## src/rtl/dropout_backward.sv

```systemverilog
// Backward dropout stage: buffers forward-pass keep masks in a FIFO and applies
// them in order to incoming gradient vectors, zeroing dropped lanes and rescaling kept ones.
module dropout_backward #(
    parameter int LANES       = 8,
    parameter int WIDTH       = 8,
    parameter int DEPTH       = 8,
    parameter int SCALE_SHIFT = 1
) (
    input  logic                       clk,
    input  logic                       reset,
    input  logic                       enable,
    input  logic                       mask_valid,
    output logic                       mask_ready,
    input  logic [LANES-1:0]           mask_in,
    input  logic                       grad_valid,
    output logic                       grad_ready,
    input  logic [LANES*WIDTH-1:0]     grad_in,
    output logic                       out_valid,
    input  logic                       out_ready,
    output logic [LANES*WIDTH-1:0]     out_data,
    output logic [$clog2(DEPTH+1)-1:0] mask_count,
    output logic                       sat_flag
);

    localparam int PTR_W  = $clog2(DEPTH);
    localparam int CNT_W  = $clog2(DEPTH+1);
    localparam int WIDE_W = WIDTH + SCALE_SHIFT;

    // Returns {saturated, value}: the lane shifted left at full width, clipped to WIDTH bits.
    function automatic logic [WIDTH:0] scale_sat(input logic [WIDTH-1:0] g);
        logic [WIDE_W-1:0]    wide;
        logic [SCALE_SHIFT:0] hi;
        wide = {{SCALE_SHIFT{g[WIDTH-1]}}, g} << SCALE_SHIFT;
        hi   = wide[WIDE_W-1:WIDTH-1];
        if ((&hi) || !(|hi)) begin
            scale_sat = {1'b0, wide[WIDTH-1:0]};
        end else if (wide[WIDE_W-1]) begin
            scale_sat = {1'b1, 1'b1, {(WIDTH-1){1'b0}}};
        end else begin
            scale_sat = {1'b1, 1'b0, {(WIDTH-1){1'b1}}};
        end
    endfunction

    logic [LANES-1:0]       fifo_mem_r [DEPTH];
    logic [PTR_W-1:0]       wr_ptr_r;
    logic [PTR_W-1:0]       rd_ptr_r;
    logic [CNT_W-1:0]       count_r;
    logic                   out_valid_r;
    logic [LANES*WIDTH-1:0] out_data_r;
    logic                   sat_r;

    logic                   push_s;
    logic                   pop_s;
    logic [LANES-1:0]       head_mask_s;
    logic [WIDTH:0]         lane_res_s [LANES];
    logic [LANES*WIDTH-1:0] scaled_s;
    logic                   any_sat_s;

    // Handshake qualification; both readies drop while reset is asserted.
    always_comb begin
        mask_ready = 1'b0;
        grad_ready = 1'b0;
        if (enable && !reset) begin
            mask_ready = (count_r < CNT_W'(DEPTH));
            grad_ready = (count_r != {CNT_W{1'b0}}) && (!out_valid_r || out_ready);
        end else begin
            mask_ready = 1'b0;
            grad_ready = 1'b0;
        end
        push_s = mask_valid && mask_ready;
        pop_s  = grad_valid && grad_ready;
    end

    // Per-lane masking and saturating rescale against the FIFO head mask.
    always_comb begin
        head_mask_s = fifo_mem_r[rd_ptr_r];
        scaled_s    = {(LANES*WIDTH){1'b0}};
        any_sat_s   = 1'b0;
        for (int i = 0; i < LANES; i++) begin
            lane_res_s[i] = scale_sat(grad_in[i*WIDTH +: WIDTH]);
            if (head_mask_s[i]) begin
                scaled_s[i*WIDTH +: WIDTH] = lane_res_s[i][WIDTH-1:0];
                any_sat_s = any_sat_s | lane_res_s[i][WIDTH];
            end else begin
                scaled_s[i*WIDTH +: WIDTH] = {WIDTH{1'b0}};
            end
        end
    end

    // Mask storage; contents need no reset since occupancy gates every read.
    always_ff @(posedge clk) begin
        if (push_s) begin
            fifo_mem_r[wr_ptr_r] <= mask_in;
        end
    end

    // Pointers, occupancy, output register and sticky saturation flag.
    always_ff @(posedge clk) begin
        if (reset) begin
            wr_ptr_r    <= {PTR_W{1'b0}};
            rd_ptr_r    <= {PTR_W{1'b0}};
            count_r     <= {CNT_W{1'b0}};
            out_valid_r <= 1'b0;
            out_data_r  <= {(LANES*WIDTH){1'b0}};
            sat_r       <= 1'b0;
        end else begin
            if (push_s) begin
                wr_ptr_r <= wr_ptr_r + PTR_W'(1);
            end
            if (pop_s) begin
                rd_ptr_r <= rd_ptr_r + PTR_W'(1);
            end
            case ({push_s, pop_s})
                2'b10:   count_r <= count_r + CNT_W'(1);
                2'b01:   count_r <= count_r - CNT_W'(1);
                default: count_r <= count_r;
            endcase
            // A new accept wins over a drain so streaming keeps out_valid high.
            if (pop_s) begin
                out_valid_r <= 1'b1;
                out_data_r  <= scaled_s;
                if (any_sat_s) begin
                    sat_r <= 1'b1;
                end
            end else if (out_ready) begin
                out_valid_r <= 1'b0;
            end
        end
    end

    assign out_valid  = out_valid_r;
    assign out_data   = out_data_r;
    assign mask_count = count_r;
    assign sat_flag   = sat_r;

endmodule

```

## config.mk

```make
export PLATFORM = sky130hd
export DESIGN_NAME = dropout_backward
export DESIGN_NICKNAME = d
export VERILOG_FILES = /design/src/rtl/dropout_backward.sv
export SDC_FILE = /design/constraint.sdc
export NUM_CORES = 1
export LEC_CHECK = 0
export CAP_MARGIN = 0
export CORE_AREA = 2 2 137 99
export CTS_BUF_LIST = sky130_fd_sc_hd__clkbuf_16
export DETAILED_ROUTE_END_ITERATION = 12
export DIE_AREA = 0 0 139 101
export PLACE_DENSITY = 0.79
export SYNTH_ARGS = -nofsm -noshare
export SYNTH_HDL_FRONTEND = slang
export SYNTH_SLANG_ARGS = --single-unit
```

## constraint.sdc

```tcl
create_clock -name clk -period 3.2 [get_ports clk]
set_input_delay 0.64 -clock clk [delete_from_list [all_inputs] [get_ports clk]]
set_output_delay 0.64 -clock clk [all_outputs]
set_load 0.05 [all_outputs]
```

**Word level (Yosys, flattened, before mapping)**

Memories as Yosys holds them, arrays and structs flattened. A register that Yosys moved wholly into a read port is not among the register bits.
Cells that the tools add are included.

- Equality and inequality tests: 2
- Reductions and logical operators: 43
- Mux-type cells: 41
- Add/subtract/negate cells: 4
- Order comparisons: 1
- Bitwise gates (word level): 7

Operator list:

| operator | count |
|---|---|
| $mux 8 | 16 |
| $mux 9 | 8 |
| $reduce_and 2->1 | 9 |
| $reduce_or 2->1 | 8 |
| $mux 1 | 14 |
| $logic_not 1->1 | 10 |
| $logic_or 1x1->1 | 9 |
| $pmux 4 s2 | 1 |
| $or 1x1->1 | 7 |
| $add 3x1->3 const B | 2 |
| $mux 3 | 2 |
| $add 4x1->4 const B | 1 |
| $logic_and 1x1->1 | 4 |
| $lt 4x4->1 const B | 1 |
| $reduce_bool 2->1 | 2 |
| $reduce_bool 4->1 | 1 |
| $sub 4x1->4 const B | 1 |
| $eq 2x1->1 const B | 1 |
| $eq 2x2->1 const B | 1 |

- RAM bits: 64
- Word-level logic and storage cells: 105
- Input port bits: 78
- Bits in registers: 76
- Memories: 1
- Output and inout bits: 72

Memory list:

| name | depth | bits a word | rd ports | clocked after Yosys merged registers in | wr ports | RTL line | source |
|---|---|---|---|---|---|---|---|
| fifo_mem_r | 8 | 8 | 1 | 1 | 1 | 44 | `logic [LANES-1:0] fifo_mem_r [DEPTH];` |

**Longest topological paths before layout**

- Depth after elaboration: 20
- Mapped depth: 14
- Gate-level depth less buffers: 11

**Worst setup path after synthesis**

No wires, ideal clock.

- Path kind: input-to-reg
- From: input port reset
- To: register count_r[3], in the netlist mask_count[3]
- Data arrival time: 3522 ps
- Data required time: 3130 ps
- Stages: 14
- Path slack: -392 ps
- Path buffers: 3
- Setup time: 70 ps
- Path through: clkbuf_1 nand2b_1 nor3_2 nand2_1 inv_2 buf_4 buf_4 ha_1 ha_1 a21o_1 a21oi_1 xnor2_1 or3_1 a21oi_1

- Cells in the longest elaborated chain, start to end: 6
- Elaborated cells between the ends (all ways): 10
- Classes of those cells: eq/ne: 2; mux: 3; reduce/logical: 5

RTL lines:

| element | RTL line | source |
|---|---|---|
| from (decl) | 10 | `input logic reset,` |
| $logic_not 1->1 (*) | 63 | `if (enable && !reset) begin` |
| $logic_and 1x1->1 (*) | 63 |  |
| $mux 1 (*) | 63 |  |
| via grad_ready | 16 | `output logic grad_ready,` |
| $logic_and 1x1->1 (*) | 71 | `pop_s = grad_valid && grad_ready;` |
| via pop_s | 53 | `logic pop_s;` |
| $eq 2x1->1 / $eq 2x2->1 (equally long branches) | 113 | `case ({push_s, pop_s})` |
| $pmux 4 s2 / $reduce_bool 2->1 (equally long branches) | n/a |  |
| to (signal assigned) | 114 | `2'b10: count_r <= count_r + CNT_W'(1);` |
| to (signal assigned) | 115 | `2'b01: count_r <= count_r - CNT_W'(1);` |
| to (signal assigned) | 116 | `default: count_r <= count_r;` |
| to (decl) | 47 | `logic [CNT_W-1:0] count_r;` |

The timed path passes the listed nets; every way through them passes the cells marked *.
A chain may end at the register's enable or synchronous reset.

**Final worst setup path**

- From: input port out_ready
- To: register count_r[3], in the netlist mask_count[3]

- Cells in the longest elaborated chain, start to end: 6
- Elaborated cells between the ends (all ways): 8
- Classes of those cells: eq/ne: 2; mux: 2; reduce/logical: 4

RTL lines:

| element | RTL line | source |
|---|---|---|
| from (decl) | 19 | `input logic out_ready,` |
| $logic_or 1x1->1 (*) | 65 | `grad_ready = (count_r != {CNT_W{1'b0}}) && (!out_valid_r \|\| out_ready);` |
| $logic_and 1x1->1 (*) | 65 |  |
| $mux 1 (*) | 63 |  |
| $logic_and 1x1->1 (*) | 71 |  |
| $eq 2x1->1 / $eq 2x2->1 (equally long branches) | 113 |  |
| $pmux 4 s2 / $reduce_bool 2->1 (equally long branches) | n/a |  |

Every way passes the cells marked *; elsewhere a longest branch is shown, timed or not.

==> results by group <==
Run status
  • Status: finished, final reports clean

Drt
  • Detailed-route DRC error count: 0
  • Vias post-DR: 4,917
  • Metal-1 WL: 7000 um
  • Routed wl met2: 7280 um
  • Pre-Repair DR Iteration Count: 5
  • Max Used Layer: met4
  • Routed length per instance: 17.7 um
  • Initial DRC Count: 372
  • Vias/cell: 5.52
  • Final WL: 15,700 um
  • Met3 WL post-DR: 1220 um
  • Antenna Nets Post-Route: 0

Job
  • Max-cap viol count: 0

Power
  • Leak: 2.96 nW
  • Peak supply drop: 0.377 mV
  • Overall power: 4.27 mW
  • P per Cell Area: 503 mW/mm^2

Timing
  • Sum Neg Setup Slack: 0 ps
  • Period minus WS final: 2460 ps
  • Slew @ Worst Pin: 826 ps
  • Clk_skew: 9.08 ps
  • Slew Limit Headroom: 0.450
  • RSZ-0062 raised after global routing: no
  • Final Hold Fails: 0
  • Period utilization: 0.769
  • Fmax: 407 MHz
  • Worst hold slack: 451 ps
  • Final setup viols: 0
  • Final Slew Violations: 0

CTS
  • TritonCTS clock tree: done
  • Worst-case clock buffer depth: 2
  • Clk root buf: clkbuf_16
  • CTS sink cnt: 143
  • Setup bufs post-CTS: 0
  • Clk_lat worst skew: 420 ps
  • Clock buffer count from CTS: 17
  • Htree depth: 4
  • Cts hold-fix bufs: 0
  • Post-CTS resize count: 0
  • Reg clk slew, reported paths: 60 ps

Floorplanning
  • Core area: 0.0128 sq mm
  • Ports: 150
  • Initial core utilization: 0.487
  • Die area: 0.0140 sq mm
  • Die Height: 101 um
  • Die width: 139 um
  • FP Rows: 35

Finish
  • Multi-input gate area in the final layout: 0.00246 sq mm
  • Nets: 820
  • Share of cells above drive strength 1: 0.0979
  • Antenna diodes: 0
  • Register area: 0.00350 sq mm
  • Layout fillers: 902
  • Non-Filler Instances: 891
  • Cell area after layout: 0.00848 sq mm
  • Syn-to-layout area delta: 36.4%

Synthesis
  • Area of the mapped netlist: 0.00622 sq mm
  • Post-Syn Nets: 666
  • Post-synth EDFFs: 64
  • Main synth FF type: dfxtp_1
  • Yosys warns: 0
  • Async SR Flop Fraction: 0
  • Seq/Total Area, Yosys: 0.563
  • Register bit count reported by yosys: 143
  • Syn_area_per_cell: 11.2 sq um
  • Unique cell type count in the Yosys netlist: 49
  • Mapped Cells: 558

Place
  • I/O Buffers: 149
  • RD Place Congestion: 0.803
  • Placed inst area: 0.00788 sq mm
  • Placed cells: 859
  • DPL Wire Length: 10,700 um

Setup path
  • Crit-path max cell delay: 400 ps
  • WP data arrival: 2790 ps
  • Critical Path RT: 3530 ps
  • CP Capture Type: flip-flop
  • Crit path max-delay cell type: clkdlybuf4s50_1
  • Critical Path Start Type: input port
  • Crit Path Max Fanout: 3
  • Crit path cell chain: clkdlybuf4s50_1 -> nor2b_1 -> nor3_4 -> nand2_2 -> inv_2 -> ha_4 -> ha_1 -> a21o_1 -> a21oi_2 -> xnor2_1 -> or3_1 -> a21oi_1
  • Setup CP Type: input port to flip-flop

Global routing
  • First-pass GRT wire length: 25,200 um
  • Total congestion overflow: 0
  • Largest net degree at the start of global routing: 78
  • Initial antenna violation count: 0
  • Vias in the first global route: 4,817
  • GRT Util Overall: 0.230

Hold path
  • Worst Hold Class: flip-flop to flip-flop
per-layer routing:
layer	GRT usage	vias up
met3	0.0508	26
li1	-	2337
met1	0.314	2335
met4	0.0932	0
met5	0	-
met2	0.360	219
critical path, delay by kind of cell:
| kind | cells | cell delay, ps |
|---|---|---|
| AOI/OAI and AO/OA | 3 | 460 |
| xor gates and xnor gates | 1 | 90 |
| adders and majority gates | 2 | 420 |
| buffers and inverters | 2 | 450 |
| and+or+nand+nor | 4 | 730 |
final cells by class:
type,count,area share
sequential,143,0.413
multi-input combinational,357,0.290
timing repair buffer,164,0.188
clock buffer,20,0.0590
tap,166,0.0245
clock inverter,12,0.0128
inverter,29,0.0128
sequential cells by signal, indices dropped and copies added, names as in the netlist, named ones only:
name and flops:
rd_ptr_r 3, mask_count 4, wr_ptr_r 3, sat_flag 1, out_valid 1, out_data 64
fifo_mem_r 64
where the power goes:
part	switching, mW	total (mW)	leakage (nW)	internal [mW]
combinational	0.194	0.342	1.43	0.148
sequential	0.00789	1.93	1.21	1.92
clock	0.725	2.00	0.316	1.27
kinds of logic after synthesis:
| family | after synthesis | share of synthesized area |
|---|---|---|
| AO/OA/AOI/OAI | 155 | 0.173 |
| multiplexers | 32 | 0.0535 |
| adder cells (fa/ha/maj) | 30 | 0.0615 |
| XOR/XNOR | 6 | 0.00845 |
| AND/OR/NAND/NOR | 134 | 0.0933 |
| buffers and inverters | 58 | 0.0471 |
| flip-flops | 143 | 0.563 |
Yosys cell counts, types with 2 or more instances:
library cell	instances	area share
a21boi_4	2	0.0060
a21oi_1	71	0.057
a21oi_4	4	0.010
a22o_1	2	0.0028
a22oi_1	8	0.0097
and2_1	2	0.0020
and3_1	2	0.0020
and4_1	2	0.0028
buf_12	2	0.0064
buf_2	7	0.0056
buf_4	2	0.0024
buf_6	2	0.0036
clkbuf_1	15	0.0090
dfxtp_1	79	0.25
edfxtp_1	64	0.31
ha_1	29	0.058
inv_1	28	0.017
mux2_2	2	0.0036
mux2_4	2	0.0048
mux2i_1	28	0.045
nand2_1	78	0.047
nand2b_1	4	0.0040
nand3_1	9	0.0072
nand4_1	2	0.0020
nor2_1	21	0.013
nor2b_1	3	0.0030
nor3_1	6	0.0048
o211ai_1	54	0.065
o22ai_1	4	0.0040
xnor2_1	2	0.0028
xor2_1	4	0.0056
cell usage in the layout (no fill, tap or decap), drive strengths merged, types with 2 or more instances in the layout:
| cell type | n |
|---|---|
| nand3 | 9 |
| nor2b | 3 |
| a22o | 2 |
| nand4 | 2 |
| o211ai | 54 |
| ha | 29 |
| and2 | 2 |
| nand2 | 78 |
| and4 | 2 |
| xor2 | 4 |
| clkdlybuf4s50 | 146 |
| xnor2 | 2 |
| clkinv | 4 |
| mux2i | 28 |
| bufinv | 2 |
| a21boi | 3 |
| buf | 18 |
| and3 | 2 |
| a21oi | 75 |
| a22oi | 8 |
| nor2 | 22 |
| nand2b | 4 |
| nor3 | 7 |
| clkbuf | 20 |
| o22ai | 5 |
| inv | 35 |
| mux2 | 4 |
| edfxtp | 64 |
| a221oi | 2 |
| dfxtp | 79 |
final timing paths:
kind	start	to	slack, ps	depth (start not counted)
worst max register to register	mask_count[0]	mask_count[3]	810	11
worst min-delay path	out_data[8]	out_data[8]	450	2
worst min register to register	out_data[8]	out_data[8]	450	2
worst max-delay path	out_ready	mask_count[3]	740	12
stage by stage:
| stage | setup WS, ps | utilization |
|---|---|---|
| global route | 565 | 0.664 |
| floorplan | 33.0 | - |
| finish | 741 | 0.664 |
| detailed placement | 306 | 0.616 |
| CTS | 752 | 0.664 |
| global placement | 380 | 0.616 |
No activity file was read; power rests on OpenSTA's default activity.
